--- src/rtl/riscv_muldiv_unit.sv ---
// riscv_muldiv_unit
//   Iterative RV32M multiply/divide unit. Takes rs1/rs2 values from the
//   register file, works one bit per cycle, and writes the result back
//   through a one-cycle register-file write port. The latency is fixed at
//   XLEN+2 cycles for every operation, including the special cases.
//
// Ports
//   clk_i, rst_i         clock, synchronous active-high reset
//   start_i              request; taken only while idle
//   op_i                 funct3 (MUL/MULH/MULHSU/MULHU/DIV/DIVU/REM/REMU)
//   a_i, b_i             rs1 / rs2 operand values
//   rd_addr_i            destination register
//   flush_i              kills the in-flight operation
//   busy_o               high whenever an operation is in flight
//   done_o               one-cycle completion pulse
//   wb_we_o/addr_o/data_o  register-file write-back
module riscv_muldiv_unit #(
  parameter int XLEN = 32
) (
  input  logic            clk_i,
  input  logic            rst_i,
  input  logic            start_i,
  input  logic [2:0]      op_i,
  input  logic [XLEN-1:0] a_i,
  input  logic [XLEN-1:0] b_i,
  input  logic [4:0]      rd_addr_i,
  input  logic            flush_i,
  output logic            busy_o,
  output logic            done_o,
  output logic            wb_we_o,
  output logic [4:0]      wb_addr_o,
  output logic [XLEN-1:0] wb_data_o
);

  localparam int CW = $clog2(XLEN + 1);
  localparam logic [XLEN-1:0] SMIN = {1'b1, {(XLEN-1){1'b0}}};

  typedef enum logic [1:0] {IDLE, CALC, DONE} state_e;

  state_e            state_q, state_d;
  logic [2:0]        op_q;
  logic [4:0]        rd_q;
  logic [XLEN-1:0]   a_mag_q, b_mag_q, dvd_q;
  logic [2*XLEN-1:0] acc_q;
  logic [CW-1:0]     cnt_q;
  logic              neg_q, dz_q, ovf_q;
  logic [XLEN-1:0]   wb_data_q;
  logic [4:0]        wb_addr_q;

  logic              last_iter;
  assign last_iter = (cnt_q == CW'(XLEN));

  // ---------------------------------------------------------------- FSM
  always_ff @(posedge clk_i) begin
    if (rst_i) state_q <= IDLE;
    else       state_q <= state_d;
  end

  always_comb begin
    state_d = state_q;
    case (state_q)
      IDLE:    if (start_i) state_d = CALC;
      CALC:    if (flush_i) state_d = IDLE;
               else if (last_iter) state_d = DONE;
      DONE:    state_d = IDLE;
      default: state_d = IDLE;
    endcase
  end

  always_comb begin
    busy_o  = (state_q != IDLE);
    done_o  = (state_q == DONE);
    wb_we_o = (state_q == DONE) && (rd_q != 5'd0);
  end

  // ------------------------------------------------ operand preparation
  logic            a_sgn, b_sgn, a_neg, b_neg;
  logic [XLEN-1:0] a_mag, b_mag;
  logic            neg_in, dz_in, ovf_in;

  always_comb begin
    // rs1 is signed for MULH, MULHSU, DIV, REM; rs2 for MULH, DIV, REM
    a_sgn  = (op_i == 3'b001) || (op_i == 3'b010) || (op_i == 3'b100) || (op_i == 3'b110);
    b_sgn  = (op_i == 3'b001) || (op_i == 3'b100) || (op_i == 3'b110);
    a_neg  = a_sgn && a_i[XLEN-1];
    b_neg  = b_sgn && b_i[XLEN-1];
    a_mag  = a_neg ? -a_i : a_i;
    b_mag  = b_neg ? -b_i : b_i;
    // Remainder follows the dividend sign; everything else follows the XOR.
    neg_in = (op_i == 3'b110) ? a_neg : (a_neg ^ b_neg);
    dz_in  = op_i[2] && (b_i == '0);
    ovf_in = ((op_i == 3'b100) || (op_i == 3'b110)) &&
             (a_i == SMIN) && (b_i == {XLEN{1'b1}});
  end

  // ------------------------------------------------------- iteration step
  logic [XLEN:0]     mul_sum;
  logic [2*XLEN-1:0] mul_nxt;
  logic [XLEN:0]     div_sh;
  logic [XLEN+1:0]   div_diff;
  logic              div_ok;
  logic [2*XLEN-1:0] div_nxt;

  always_comb begin
    // Multiply: acc = {partial, multiplier}; add on LSB, then shift right.
    mul_sum  = {1'b0, acc_q[2*XLEN-1:XLEN]} + (acc_q[0] ? {1'b0, a_mag_q} : '0);
    mul_nxt  = {mul_sum, acc_q[XLEN-1:1]};
    // Divide: acc = {remainder, dividend/quotient}; shift left, trial-subtract.
    div_sh   = {acc_q[2*XLEN-1:XLEN], acc_q[XLEN-1]};
    div_diff = {1'b0, div_sh} - {2'b00, b_mag_q};
    div_ok   = ~div_diff[XLEN+1];
    div_nxt  = {(div_ok ? div_diff[XLEN-1:0] : div_sh[XLEN-1:0]),
                acc_q[XLEN-2:0], div_ok};
  end

  // --------------------------------------------------------- final result
  logic [2*XLEN-1:0] prod;
  logic [XLEN-1:0]   quo, rem, res;

  always_comb begin
    prod = neg_q ? -acc_q : acc_q;
    quo  = acc_q[XLEN-1:0];
    rem  = acc_q[2*XLEN-1:XLEN];
    res  = '0;
    if (!op_q[2])
      res = (op_q[1:0] == 2'b00) ? prod[XLEN-1:0] : prod[2*XLEN-1:XLEN];
    else if (dz_q)
      res = op_q[1] ? dvd_q : {XLEN{1'b1}};
    else if (ovf_q)
      res = op_q[1] ? '0 : SMIN;
    else if (op_q[1])
      res = neg_q ? -rem : rem;
    else
      res = neg_q ? -quo : quo;
  end

  // ------------------------------------------------------------- datapath
  always_ff @(posedge clk_i) begin
    if (rst_i) begin
      op_q      <= '0;
      rd_q      <= '0;
      a_mag_q   <= '0;
      b_mag_q   <= '0;
      dvd_q     <= '0;
      acc_q     <= '0;
      cnt_q     <= '0;
      neg_q     <= 1'b0;
      dz_q      <= 1'b0;
      ovf_q     <= 1'b0;
      wb_data_q <= '0;
      wb_addr_q <= '0;
    end else begin
      case (state_q)
        IDLE: if (start_i) begin
          op_q    <= op_i;
          rd_q    <= rd_addr_i;
          a_mag_q <= a_mag;
          b_mag_q <= b_mag;
          dvd_q   <= a_i;
          // Multiplier or dividend goes into the low half of the accumulator.
          acc_q   <= {{XLEN{1'b0}}, (op_i[2] ? a_mag : b_mag)};
          cnt_q   <= '0;
          neg_q   <= neg_in;
          dz_q    <= dz_in;
          ovf_q   <= ovf_in;
        end
        CALC: if (!flush_i) begin
          if (!last_iter) begin
            acc_q <= op_q[2] ? div_nxt : mul_nxt;
            cnt_q <= cnt_q + CW'(1);
          end else begin
            wb_data_q <= res;
            wb_addr_q <= rd_q;
          end
        end
        default: ;
      endcase
    end
  end

  assign wb_data_o = wb_data_q;
  assign wb_addr_o = wb_addr_q;

endmodule

--- config.mk ---
export PLATFORM = sky130hd
export DESIGN_NAME = riscv_muldiv_unit
export DESIGN_NICKNAME = d
export VERILOG_FILES = /design/src/rtl/riscv_muldiv_unit.sv
export SDC_FILE = /design/constraint.sdc
export NUM_CORES = 1
export LEC_CHECK = 0
export CAP_MARGIN = 20
export CORE_ASPECT_RATIO = 2
export CORE_MARGIN = 3
export CORE_UTILIZATION = 25
export CTS_CLUSTER_SIZE = 28
export DETAILED_ROUTE_END_ITERATION = 8
export GPL_ROUTABILITY_DRIVEN = 0
export HOLD_SLACK_MARGIN = 0.12
export PLACE_DENSITY = 0.51
export SLEW_MARGIN = 5
export SYNTH_ARGS = -nofsm -noshare
export SYNTH_HDL_FRONTEND = slang
export SYNTH_SLANG_ARGS = --single-unit
--- constraint.sdc ---
create_clock -name clk_i -period 4.6 [get_ports clk_i]
set_clock_uncertainty 0.05 [all_clocks]
set_input_delay 0.69 -clock clk_i [delete_from_list [all_inputs] [get_ports clk_i]]
set_output_delay 0.69 -clock clk_i [all_outputs]
set_load 0.1 [all_outputs]
# Word-level counts from Yosys, hierarchy flattened
# Index checks and enable logic that the tools add are counted.
# totals
out_inout_bits	40
wordCells	88
ff_bits	216
ramBits	0
mem_count	0
latch_bits	0
romBits	0
in_bits	76
# classes
n_mul	0
n_eq_ne	13
magnitude_cmp	0
addsub	8
n_shift	0
bitwise	3
n_mux	29
n_reduce_logical	22
n_div	0
# ops
operator	n
$mux 32	14
$mux 64	5
$neg 32->32	4
$pmux 64 s2	1
$eq 32x32->1 const B	2
$neg 64->64	1
$sub 33x32->34	1
$add 32x32->33	1
$logic_not 32->1	1
$mux 6	3
$pmux 6 s2	1
$add 6x1->6 const B	1
$eq 3x3->1 const B	2
$eq 6x6->1 const B	1
$logic_and 1x1->1	6
$logic_or 1x1->1	6
$mux 2	3
$ne 2x2->1 const B	3
$reduce_bool 5->1	1
$logic_not 2->1	2
$pmux 2 s2	1
$reduce_and 2->1	2
$reduce_and 4->1	1
$reduce_bool 2->1	2
9 further kinds	10

# Logic depth before layout (Yosys ltp)
# Gate-level depths: netlist of the first run.
# logic_depth
ltp_word	9
ltp_mapped	16
depth_no_buf	14

# Least setup slack after synthesis of the first run
# OpenSTA, ideal clock, no wires.
# synth_timing
path_kind	reg2reg
from	reg acc_q[16]
to	reg wb_data_q[22], in the netlist wb_data_o[22]
setup_slack_ps	1089
required_time_ps	4438
t_arrival_ps	3349
n_path_buf	1
setup_time_ps	112
period_less_slack_ps	3511
stages_incl_launch_ff	12
path_cell_list	dfxtp_1 buf_6 or4_4 or4_4 or4_4 or3_1 nand3b_4 o41ai_2 xor2_1 nor2_1 a21oi_2 a2111oi_1
# synth_via
elab_chain_cells	6
elab_cells_between_ends	9
cone_classes	add/sub (2); mux (7)
# synth_lines
element	line	rtl
start: declaration	44	logic [2*XLEN-1:0] acc_q;
start signal: assignment	161	acc_q <= {{XLEN{1'b0}}, (op_i[2] ? a_mag : b_mag)};
start signal: assignment	169	acc_q <= op_q[2] ? div_nxt : mul_nxt;
$neg 32->32	134	res = neg_q ? -quo : quo;
$mux 32	134	
$mux 32	131	else if (op_q[1])
$mux 32	129	else if (ovf_q)
$mux 32	127	else if (dz_q)
$mux 32 *	125	if (!op_q[2])
end signal: assignment	172	wb_data_q <= res;
end: declaration	47	logic [XLEN-1:0] wb_data_q;
# Mark *: on every way between the ends. The rest lies on a longest branch, timed or not.
# A chain may end at the register's enable or synchronous reset.

# Worst setup path after layout of the first run
# layout_timing
from	reg acc_q[16]
to	reg wb_data_q[4], in the netlist wb_data_o[4]
# layout_via
elab_chain_cells	4
# layout_lines
element	line	rtl
$neg 64->64	121	prod = neg_q ? -acc_q : acc_q;
$mux 64	121	
$mux 32	126	res = (op_q[1:0] == 2'b00) ? prod[XLEN-1:0] : prod[2*XLEN-1:XLEN];
$mux 32	125	
# Every way passes these cells.

==> results of run 1 <==
state kept, by name, indices dropped and copies added, names as in the netlist:
signal / count
wb_addr_o: 5
ovf_q: 1
cnt_q: 6
rd_q: 5
neg_q: 1
a_mag_q: 32
acc_q: 64
dz_q: 1
state_q: 2
op_q: 3
b_mag_q: 32
wb_data_o: 32
dvd_q: 31
final timing paths:
| path | startpoint | end | slack [ns] | cells after the start |
|---|---|---|---|---|
| worst min register to register | wb_data_o[5]$_SDFFE_PP0P_ | wb_data_o[5]$_SDFFE_PP0P_ | 0.40 | 2 |
| worst min-delay path | wb_data_o[5]$_SDFFE_PP0P_ | wb_data_o[5]$_SDFFE_PP0P_ | 0.40 | 2 |
| worst max-delay path | acc_q[16]$_SDFFE_PP0P_ | wb_data_o[4]$_SDFFE_PP0P_ | 0.45 | 9 |
| worst max register to register | acc_q[16]$_SDFFE_PP0P_ | wb_data_o[4]$_SDFFE_PP0P_ | 0.45 | 9 |
layer usage:
layer,track usage (%),vias to the layer above,wire length [um]
li1,-,8245,-
met1,21.3,8422,26700
met2,39.5,767,39300
met3,2.15,348,3480
met4,23.4,0,10500
met5,0,-,0
cell families after synthesis:
group                      Yosys count  share of synthesized area [%]
buffers and inverters              248                           5.68
adders and majority gates           73                           5.56
AOI/OAI and AO/OA                  698                           26.9
DFF                                215                           25.8
xor gates and xnor gates           200                           10.5
muxes                               75                           4.62
and+or+nand+nor                    750                           21.0
stage by stage:
stage / instance area, sq um / cells / worst slack, ns
floorplan: 16700 / 2259 / 1.09
global placement: 19000 / 3173 / 0.391
detailed placement: 19000 / 3173 / 0.389
CTS: 19800 / 3213 / 0.468
global route: 19800 / 3213 / 0.257
finish: 19800 / 3214 / 0.450
cells in the final DEF, fill, tap and decap left out, types with 14 or more instances in the layout:
| cell | Yosys | final |
|---|---|---|
| o21ai_0 | 153 | 153 |
| a31oi_1 | 17 | 17 |
| nor2_1 | 232 | 231 |
| clkbuf_16 | 0 | 23 |
| o211ai_1 | 26 | 26 |
| a21o_1 | 31 | 31 |
| buf_4 | 0 | 94 |
| or4_1 | 18 | 18 |
| a211oi_1 | 96 | 96 |
| mux2i_1 | 68 | 68 |
| clkdlybuf4s50_1 | 0 | 113 |
| a21oi_1 | 201 | 201 |
| nor2b_1 | 14 | 14 |
| nor4_1 | 22 | 22 |
| ha_1 | 71 | 71 |
| dfxtp_1 | 215 | 213 |
| o31ai_1 | 27 | 27 |
| xnor2_1 | 114 | 114 |
| inv_1 | 75 | 75 |
| nand4_1 | 20 | 20 |
| nand3_1 | 29 | 29 |
| a22oi_1 | 19 | 19 |
| nand2b_1 | 15 | 15 |
| nand2_1 | 243 | 242 |
| xor2_1 | 86 | 86 |
| nor3_1 | 52 | 50 |
| and2_1 | 41 | 40 |
| or3_1 | 22 | 22 |
area by class of cell:
class | count | area [sq um] | share of cell area (%)
tap | 877 | 1100 | 5.56
sequential | 215 | 4310 | 21.8
antenna | 1 | 2.50 | 0.0127
timing repair buffer | 210 | 1870 | 9.48
clock inverter | 15 | 135 | 0.684
inverter | 75 | 282 | 1.43
multi-input combinational | 1796 | 11500 | 58.0
clock buffer | 25 | 603 | 3.05
worst reg2reg max path, cell delays in order (launching register included):
cell	delay, ns
dfxtp_1	0.39
or4_4	0.59
or4_4	0.46
or4_4	0.50
or3_1	0.55
o21ai_0	0.29
xor2_1	0.10
a2111oi_0	0.86
buf_4	0.23
a21o_1	0.07
power by group:
| group | internal (mW) | leakage, nW | switching, mW |
|---|---|---|---|
| clock network | 1.02 | 0.362 | 0.907 |
| registers | 1.97 | 1.76 | 0.129 |
| logic | 0.500 | 5.49 | 0.916 |
| total | 3.48 | 7.61 | 1.95 |
==> reports/summary.txt, run 1 <==
Maximum number of pins on one net before global-route repair - 92
Most instantiated cells after synthesis - nand2_1, nor2_1, dfxtp_1
Deepest level of the CTS H-tree - 1
Number of DRC markers in iteration 0 - 1500
Data required, critical path - 5.05 ns
Via count of the first global-routing pass - 17700
Critical path's slowest cell - a2111oi_0
Area fraction of the dominant cell type after synthesis - 25.8%
Sink Count - 215
Data arrival time of the critical path - 4.60 ns
Final setup vio count - 0
Total power density per cell area - 275 nW/um^2
Ports - 116
Max Clk Rate - 241 MHz
Slew at the pin closest to its max-slew limit - 1.06 ns
Max-Slew Margin vs Limit - 29.3%
Global Route Usage Sum - 22.1%
Avg Vias per Cell - 5.53
Height of the die - 371 um
Fraction of final layout cells with drive strength greater than 1 - 7.41%
Final number of max-transition violations - 0
Maximum buffer depth of the clock tree - 3
Family with the most delay on the worst path - simple AND/OR/NAND/NOR gates
Sum of net half-perimeters after detailed placement - 63800 um
Setup bufs post-CTS - 0
Register clock-pin slew on the reported worst setup and hold paths - 0.07 ns
Initial antenna violation count - 0
Synthesized cell area - 16700 sq um
Clock latency of the later-clocked register in the worst-skew pair - 0.56 ns
Smallest hold slack - 0.398 ns
Most numerous cell in the Yosys netlist - nand2_1
Buffers and inverters on the worst path - 1
Die Footprint - 70100 sq um
Maxcap violations - 0
Clk Tree Root Cell - clkbuf_16
Net count after synthesis - 2408
Starting density of the core - 25.3%
Post-synth top area cell - dfxtp_1
Sort of element at the start of the critical path - flip-flop
Number of warnings printed during yosys synthesis - 0
Final TNS setup - 0 ns
Number of cells produced by synthesis - 2259
DRT Pass-1 Iters - 6
Cell Chain, Critical Path - or4_4, or4_4, or4_4, or3_1, o21ai_0, xor2_1, a2111oi_0, buf_4, a21o_1
Time the worst path needs with I/O delays and setup - 4.15 ns
Yosys reg bits - 215
Post-layout nets - 2469
CTS Buf Count - 22
Maximum fanout count along the critical path - 11
First-pass GRT wire length - 116000 um
Hold Violations, Final - 0
Area added between synthesis and finish - 18.4%
Maximum VDD drop - 287 uV
Post-detailed-route DRC marker count - 0
Tightest Hold Check Type - flip-flop to flip-flop
Setup repair after global routing missed its margin - no
Number of buffers added on ports - 115
Proportion of synthesized chip area in sequential cells - 25.8%
Total length of routed wires - 80000 um
Most numerous cell on the critical path - or4_4
Most common flop cell mapped by yosys - dfxtp_1
Cell Rows - 133
Post-synth EDFFs - 0
Clock tree from TritonCTS - yes
FFs w/ async S/R, synth - 0%
Total via count in the routed design - 17800
Ranking of synthesized cells by area - dfxtp_1, a21oi_1, xnor2_1, nand2_1, ha_1
Delay of the slowest critical-path stage - 0.86 ns
Die Width - 189 um
Count of unique library cells instantiated by Yosys - 77
Classification of the worst setup path - flip-flop to flip-flop
Gr ovfl total - 0
Count of antenna-violating nets left after detailed routing - 0
End-of-flow core utilization - 30.0%
Routed WL per cell - 24.9 um
Leak - 7.61 nW
Worst Setup End Kind - flip-flop
Run status - completed
Number of buffers added to fix hold violations after cts - 0
Mean instance size in the synthesized netlist - 7.39 sq um
Cells resized by post-CTS repair - 0
Number of fill cells - 7287
Total power - 5.43 mW
Tcrit/Tclk final - 90.2%
Placeable core region - 65900 sq um
Power figures use the tool's default switching activity.
==> run 2: changes to the inputs <==
--- a/config.mk
+++ b/config.mk
@@ -6,14 +6,14 @@
 export NUM_CORES = 1
 export LEC_CHECK = 0
 export CAP_MARGIN = 20
-export CORE_ASPECT_RATIO = 2
 export CORE_MARGIN = 3
 export CORE_UTILIZATION = 25
+export CTS_CLUSTER_DIAMETER = 200
 export CTS_CLUSTER_SIZE = 28
 export DETAILED_ROUTE_END_ITERATION = 8
 export GPL_ROUTABILITY_DRIVEN = 0
 export HOLD_SLACK_MARGIN = 0.12
-export PLACE_DENSITY = 0.51
+export PLACE_DENSITY = 0.48
 export SLEW_MARGIN = 5
 export SYNTH_ARGS = -nofsm -noshare
 export SYNTH_HDL_FRONTEND = slang
==> run 2 against run 1 <==
Compared with the run above:
- combinational power is 6% lower
- maximum frequency increased by 1.6%
- register-to-register slack better by 0.06 ns
- clock-buffer cell count is 14 lower
- global-route usage is 1.9 points lower
- flip-flop and latch count did not move
- sequential power barely moved
- cell count down 2.1%
- first-iteration DRC count grew 16%
- sequential share of layout area grew 0.74 points
- critical path type unchanged
- largest cell class unchanged
==> reports/summary.txt, run 2 (synthesis gave the netlist of run 1 again) <==
Crit Reg-Reg Endpoint - wb_data_o[21]$_SDFFE_PP0P_
Deepest level of the CTS H-tree - 1
Number of buffers added on ports - 115
Tightest Hold Check Type - flip-flop to flip-flop
Worst-case setup slack after placement - 0.512 ns
Tcrit/Tclk final - 88.8%
Final setup vio count - 0
Initial antenna violation count - 0
Time the worst path needs with I/O delays and setup - 4.09 ns
Count of antenna-violating nets left after detailed routing - 0
Setup bufs post-CTS - 0
Layer with the highest usage after global routing - met2
Total length of routed wires - 73400 um
Height of the die - 264 um
Sink Count - 215
Post-layout nets - 2434
Gr ovfl total - 0
Die Footprint - 69900 sq um
Area added between synthesis and finish - 14.5%
Post-detailed-route DRC marker count - 0
Commonest non-fill, non-tap cell in the layout - nand2_1
Worst setup path end - wb_data_o[21]$_SDFFE_PP0P_
Maxcap violations - 0
Setup repair after global routing missed its margin - no
Placeable core region - 66000 sq um
Sort of element at the start of the critical path - flip-flop
CTS Buf Count - 11
Number of fill cells - 7111
Clock latency of the later-clocked register in the worst-skew pair - 0.50 ns
Worst Reg2Reg Path Length in Cells - 10
Clock tree from TritonCTS - yes
Data required, critical path - 4.91 ns
Cell Rows - 94
Register ranked first by flip-flop count - acc_q
Ports - 116
Via count of the first global-routing pass - 16300
Cells resized by post-CTS repair - 0
Number of antenna cells inserted - 0
Global Route Usage Sum - 20.2%
Max-Slew Margin vs Limit - 28.0%
Slew at the pin closest to its max-slew limit - 1.08 ns
Maximum VDD drop - 199 uV
Final number of max-transition violations - 0
Run status - completed
DRT Pass-1 Iters - 6
Die Width - 264 um
Final TNS setup - 0 ns
Standard cell area after detailed placement - 18800 sq um
Origin of the worst setup path - acc_q[16]$_SDFFE_PP0P_
Total power density per cell area - 239 nW/um^2
Maximum buffer depth of the clock tree - 3
Flop-to-flop setup slack - 0.51 ns
Highest-count cells in the layout ignoring fill and taps - nand2_1, nor2_1, dfxtp_1
Hold Violations, Final - 0
Classification of the worst setup path - flip-flop to flip-flop
Sum of net half-perimeters after detailed placement - 57900 um
Leak - 7.27 nW
Avg Vias per Cell - 5.50
Fraction of final layout cells with drive strength greater than 1 - 5.30%
Data arrival time of the critical path - 4.40 ns
Number of flip-flops in the largest register - 64
Maximum fanout count along the critical path - 12
Number of DRC markers in iteration 0 - 1738
GRT met3 Usage - 1.95%
Starting density of the core - 25.3%
First-pass GRT wire length - 108000 um
Max Clk Rate - 245 MHz
Register clock-pin slew on the reported worst setup and hold paths - 0.13 ns
Routing usage on met1 - 27.7%
Met2 Usage GRT - 33.2%
Total via count in the routed design - 17300
Routed WL per cell - 23.3 um
Post-route worst setup slack - 0.513 ns
Maximum number of pins on one net before global-route repair - 93
Number of buffers added to fix hold violations after cts - 0
Worst Setup End Kind - flip-flop
Startpoint of the most critical register-to-register path - acc_q[16]$_SDFFE_PP0P_
Finished layout cell area - 19100 sq um
Clk Tree Root Cell - clkbuf_16
[run 2: cell count changes in the layout (fill, tap and decap cells not counted)]
cell	before	now
clkinvlp_4	2	0
buf_4	94	69
inv_6	2	0
clkbuf_16	23	11
inv_8	0	1
clkinv_4	6	0
clkinv_2	4	0
bufinv_16	1	0
buf_6	1	2
diode_2	1	0
clkbuf_8	2	0
[run 2: power by group]
| part | internal (mW) | total (mW) | switching, mW |
|---|---|---|---|
| registers | 1.97 | 2.12 | 0.155 |
| logic | 0.476 | 1.33 | 0.854 |
| clock network | 0.443 | 1.11 | 0.671 |
[run 2: stage by stage]
stage	utilization, %	power [mW]	hold WS, ns	instances
2_1_floorplan	-	2.93	0.382	2259
3_3_place_gp	28.5	3.46	0.390	3135
3_5_place_dp	28.5	3.47	0.393	3136
4_1_cts	29.0	4.57	0.412	3148
5_1_grt	29.0	4.77	0.435	3148
6_report	29.0	4.57	0.404	3148
[run 2: how the worst min path moves through the flow]
stage / startpoint / end / slack, ns / depth (start not counted)
after floorplan: a_mag_q[31]$_SDFFE_PP0P_ / a_mag_q[31]$_SDFFE_PP0P_ / 0.38 / 2
after global placement: wb_data_o[31]$_SDFFE_PP0P_ / wb_data_o[31]$_SDFFE_PP0P_ / 0.39 / 1
after detailed placement: wb_data_o[5]$_SDFFE_PP0P_ / wb_data_o[5]$_SDFFE_PP0P_ / 0.39 / 2
after CTS: wb_data_o[5]$_SDFFE_PP0P_ / wb_data_o[5]$_SDFFE_PP0P_ / 0.41 / 2
after global routing: wb_data_o[5]$_SDFFE_PP0P_ / wb_data_o[5]$_SDFFE_PP0P_ / 0.44 / 2
final: wb_data_o[5]$_SDFFE_PP0P_ / wb_data_o[5]$_SDFFE_PP0P_ / 0.40 / 2
[run 2: per-layer routing]
layer  share of wire [%]  up-vias  wire, um
met2                  46      759     33500
met1                  44     8266     32300
met4                 3.7        0      2750
li1                    -     8155         -
met3                 6.6      121      4810
met5                   0        -         0
[run 2: cell type report]
type	instances	area (sq um)	area share (%)
tap	864	1080	5.66
multi-input combinational	1796	11500	59.9
sequential	215	4310	22.6
clock inverter	1	11.3	0.0589
timing repair buffer	186	1700	8.88
clock buffer	11	275	1.44
inverter	75	282	1.47
[run 2: worst max-delay path, cell delays in order (launching register included)]
cell and delay, ns:
dfxtp_1 0.44, or4_4 0.60, or4_4 0.48, or4_4 0.56
or3_1 0.58, or2_1 0.36, o21ai_1 0.17, xor2_1 0.26
a211oi_1 0.11, a211oi_1 0.26, nor3_1 0.07
==> run 3: changes to the inputs <==
--- a/config.mk
+++ b/config.mk
@@ -6,6 +6,8 @@
 export NUM_CORES = 1
 export LEC_CHECK = 0
 export CAP_MARGIN = 20
+export CELL_PAD_IN_SITES_DETAIL_PLACEMENT = 1
+export CELL_PAD_IN_SITES_GLOBAL_PLACEMENT = 1
 export CORE_MARGIN = 3
 export CORE_UTILIZATION = 25
 export CTS_CLUSTER_DIAMETER = 200
@@ -13,7 +15,7 @@
 export DETAILED_ROUTE_END_ITERATION = 8
 export GPL_ROUTABILITY_DRIVEN = 0
 export HOLD_SLACK_MARGIN = 0.12
-export PLACE_DENSITY = 0.48
+export PLACE_DENSITY = 0.59
 export SLEW_MARGIN = 5
 export SYNTH_ARGS = -nofsm -noshare
 export SYNTH_HDL_FRONTEND = slang
==> run 3 against run 2 <==
Compared with the run above:
- global-route usage up 1.7 points
- non-clock buffer count grew 5
- core utilization up 0.057 points
- sequential share of layout area hardly changed
- critical path depth rose by 3
- combinational power grew 5%
- setup slack better by 0.041 ns
- register-to-register slack improved by 0.04 ns
- power up 2.1%
- routed wire length rose by 7.5%
- final area up 0.20%
- critical endpoint is now wb_data_o[16]$_SDFFE_PP0P_
- largest power group unchanged
==> reports/summary.txt, run 3 (synthesis gave the netlist of run 1 again) <==
Area added between synthesis and finish - 14.7%
Avg Vias per Cell - 5.53
Classification of the worst setup path - flip-flop to flip-flop
Cells resized by post-CTS repair - 0
First-pass GRT wire length - 117000 um
Maximum fanout count along the critical path - 7
Time the worst path needs with I/O delays and setup - 4.05 ns
Number of placed instances with taps included - 3140
Post-route worst setup slack - 0.554 ns
Footprint of the multi-input gates - 11500 sq um
Ports - 116
Final instance count without filler cells - 3154
Sum of net half-perimeters after detailed placement - 62500 um
Depth of the worst hold-timing path - 2
Routed WL per cell - 25.0 um
Setup bufs post-CTS - 0
Tightest Hold Check Type - flip-flop to flip-flop
Cell Rows - 94
Post-detailed-route DRC marker count - 0
Smallest hold slack - 0.413 ns
Register ranked first by flip-flop count - acc_q
Gr ovfl total - 0
Clock latency of the later-clocked register in the worst-skew pair - 0.51 ns
Final setup vio count - 0
DRT Pass-1 Iters - 5
Number of flip-flops in the largest register - 64
Number of buffers added to fix hold violations after cts - 0
Slew at the pin closest to its max-slew limit - 1.04 ns
Global Route Usage Sum - 21.9%
Setup repair after global routing missed its margin - no
Sink Count - 215
Total via count in the routed design - 17400
End-of-flow core utilization - 29.0%
Number of antenna cells inserted - 0
Number of fill cells - 7971
Data arrival time of the critical path - 4.42 ns
Clock tree from TritonCTS - yes
Via count of the first global-routing pass - 17700
Number of DRC markers in iteration 0 - 1398
Worst Setup End Kind - flip-flop
Die Width - 264 um
Final TNS setup - 0 ns
Hold Violations, Final - 0
Maximum number of pins on one net before global-route repair - 104
Worst-case setup slack after placement - 0.425 ns
Count of antenna-violating nets left after detailed routing - 0
Max-Slew Margin vs Limit - 30.2%
Data required, critical path - 4.98 ns
Post-layout nets - 2439
Leak - 7.29 nW
Number of buffers added on ports - 115
Die Footprint - 69900 sq um
Register clock-pin slew on the reported worst setup and hold paths - 0.13 ns
Height of the die - 264 um
Total power density per cell area - 243 nW/um^2
Final number of max-transition violations - 0
Maximum buffer depth of the clock tree - 3
Clk Tree Root Cell - clkbuf_16
Placeable core region - 66000 sq um
Starting density of the core - 25.3%
Sort of element at the start of the critical path - flip-flop
Run status - completed
Max Clk Rate - 247 MHz
Maxcap violations - 0
Deepest level of the CTS H-tree - 1
Highest-count cells in the layout ignoring fill and taps - nand2_1, nor2_1, dfxtp_1
CTS Buf Count - 11
Initial antenna violation count - 3
Seq. cell area - 4310 sq um
Fraction of final layout cells with drive strength greater than 1 - 5.50%
Total length of routed wires - 78900 um
Maximum VDD drop - 189 uV
Tcrit/Tclk final - 88.0%
Worst Reg2Reg Path Length in Cells - 13
Commonest non-fill, non-tap cell in the layout - nand2_1
-- run 3: layer usage --
metal  track usage [%]  vias up  wire length, um
li1                  -     8159                -
met4              7.93        0             3120
met3              1.74      106             3330
met2              36.7      520            36900
met5                 0        -                0
met1              29.4     8664            35500
-- run 3: cell type report --
class                   count  area share (%)
multi-input cells        1796            59.8
flip-flops and latches    215            22.5
repair buffers            191            9.04
well taps                 864            5.65
inverters                  75            1.47
clock buffers              12            1.46
clock inverters             1          0.0588
-- run 3: final timing paths --
path / end / from / slack [ns]
worst max-delay path: wb_data_o[16]$_SDFFE_PP0P_ / acc_q[32]$_SDFFE_PP0P_ / 0.55
worst min-delay path: wb_data_o[5]$_SDFFE_PP0P_ / wb_data_o[5]$_SDFFE_PP0P_ / 0.41
worst max register to register: wb_data_o[16]$_SDFFE_PP0P_ / acc_q[32]$_SDFFE_PP0P_ / 0.55
worst min register to register: wb_data_o[5]$_SDFFE_PP0P_ / wb_data_o[5]$_SDFFE_PP0P_ / 0.41
-- run 3: report_power, final --
| group | switching (mW) | internal [mW] |
|---|---|---|
| Sequential | 0.148 | 1.97 |
| Clock | 0.711 | 0.447 |
| Combinational | 0.907 | 0.482 |
-- run 3: worst max-delay path, stage by stage, from the launching register on --
cell      delay [ns]
dfxtp_1         0.40
buf_4           0.20
inv_1           0.10
ha_1            0.21
or4b_1          0.53
or3_1           0.48
or3_1           0.43
or4b_1          0.56
nand2_1         0.10
xor2_1          0.16
o211ai_1        0.12
o21ai_0         0.28
a221oi_1        0.13
a21o_1          0.21
-- run 3: metrics by stage --
stage / cell area, sq um / power, mW
final: 19100 / 4.66
after global routing: 19100 / 4.86
after CTS: 19100 / 4.67
after detailed placement: 18800 / 3.52
after global placement: 18800 / 3.49
after floorplan: 16700 / 2.93
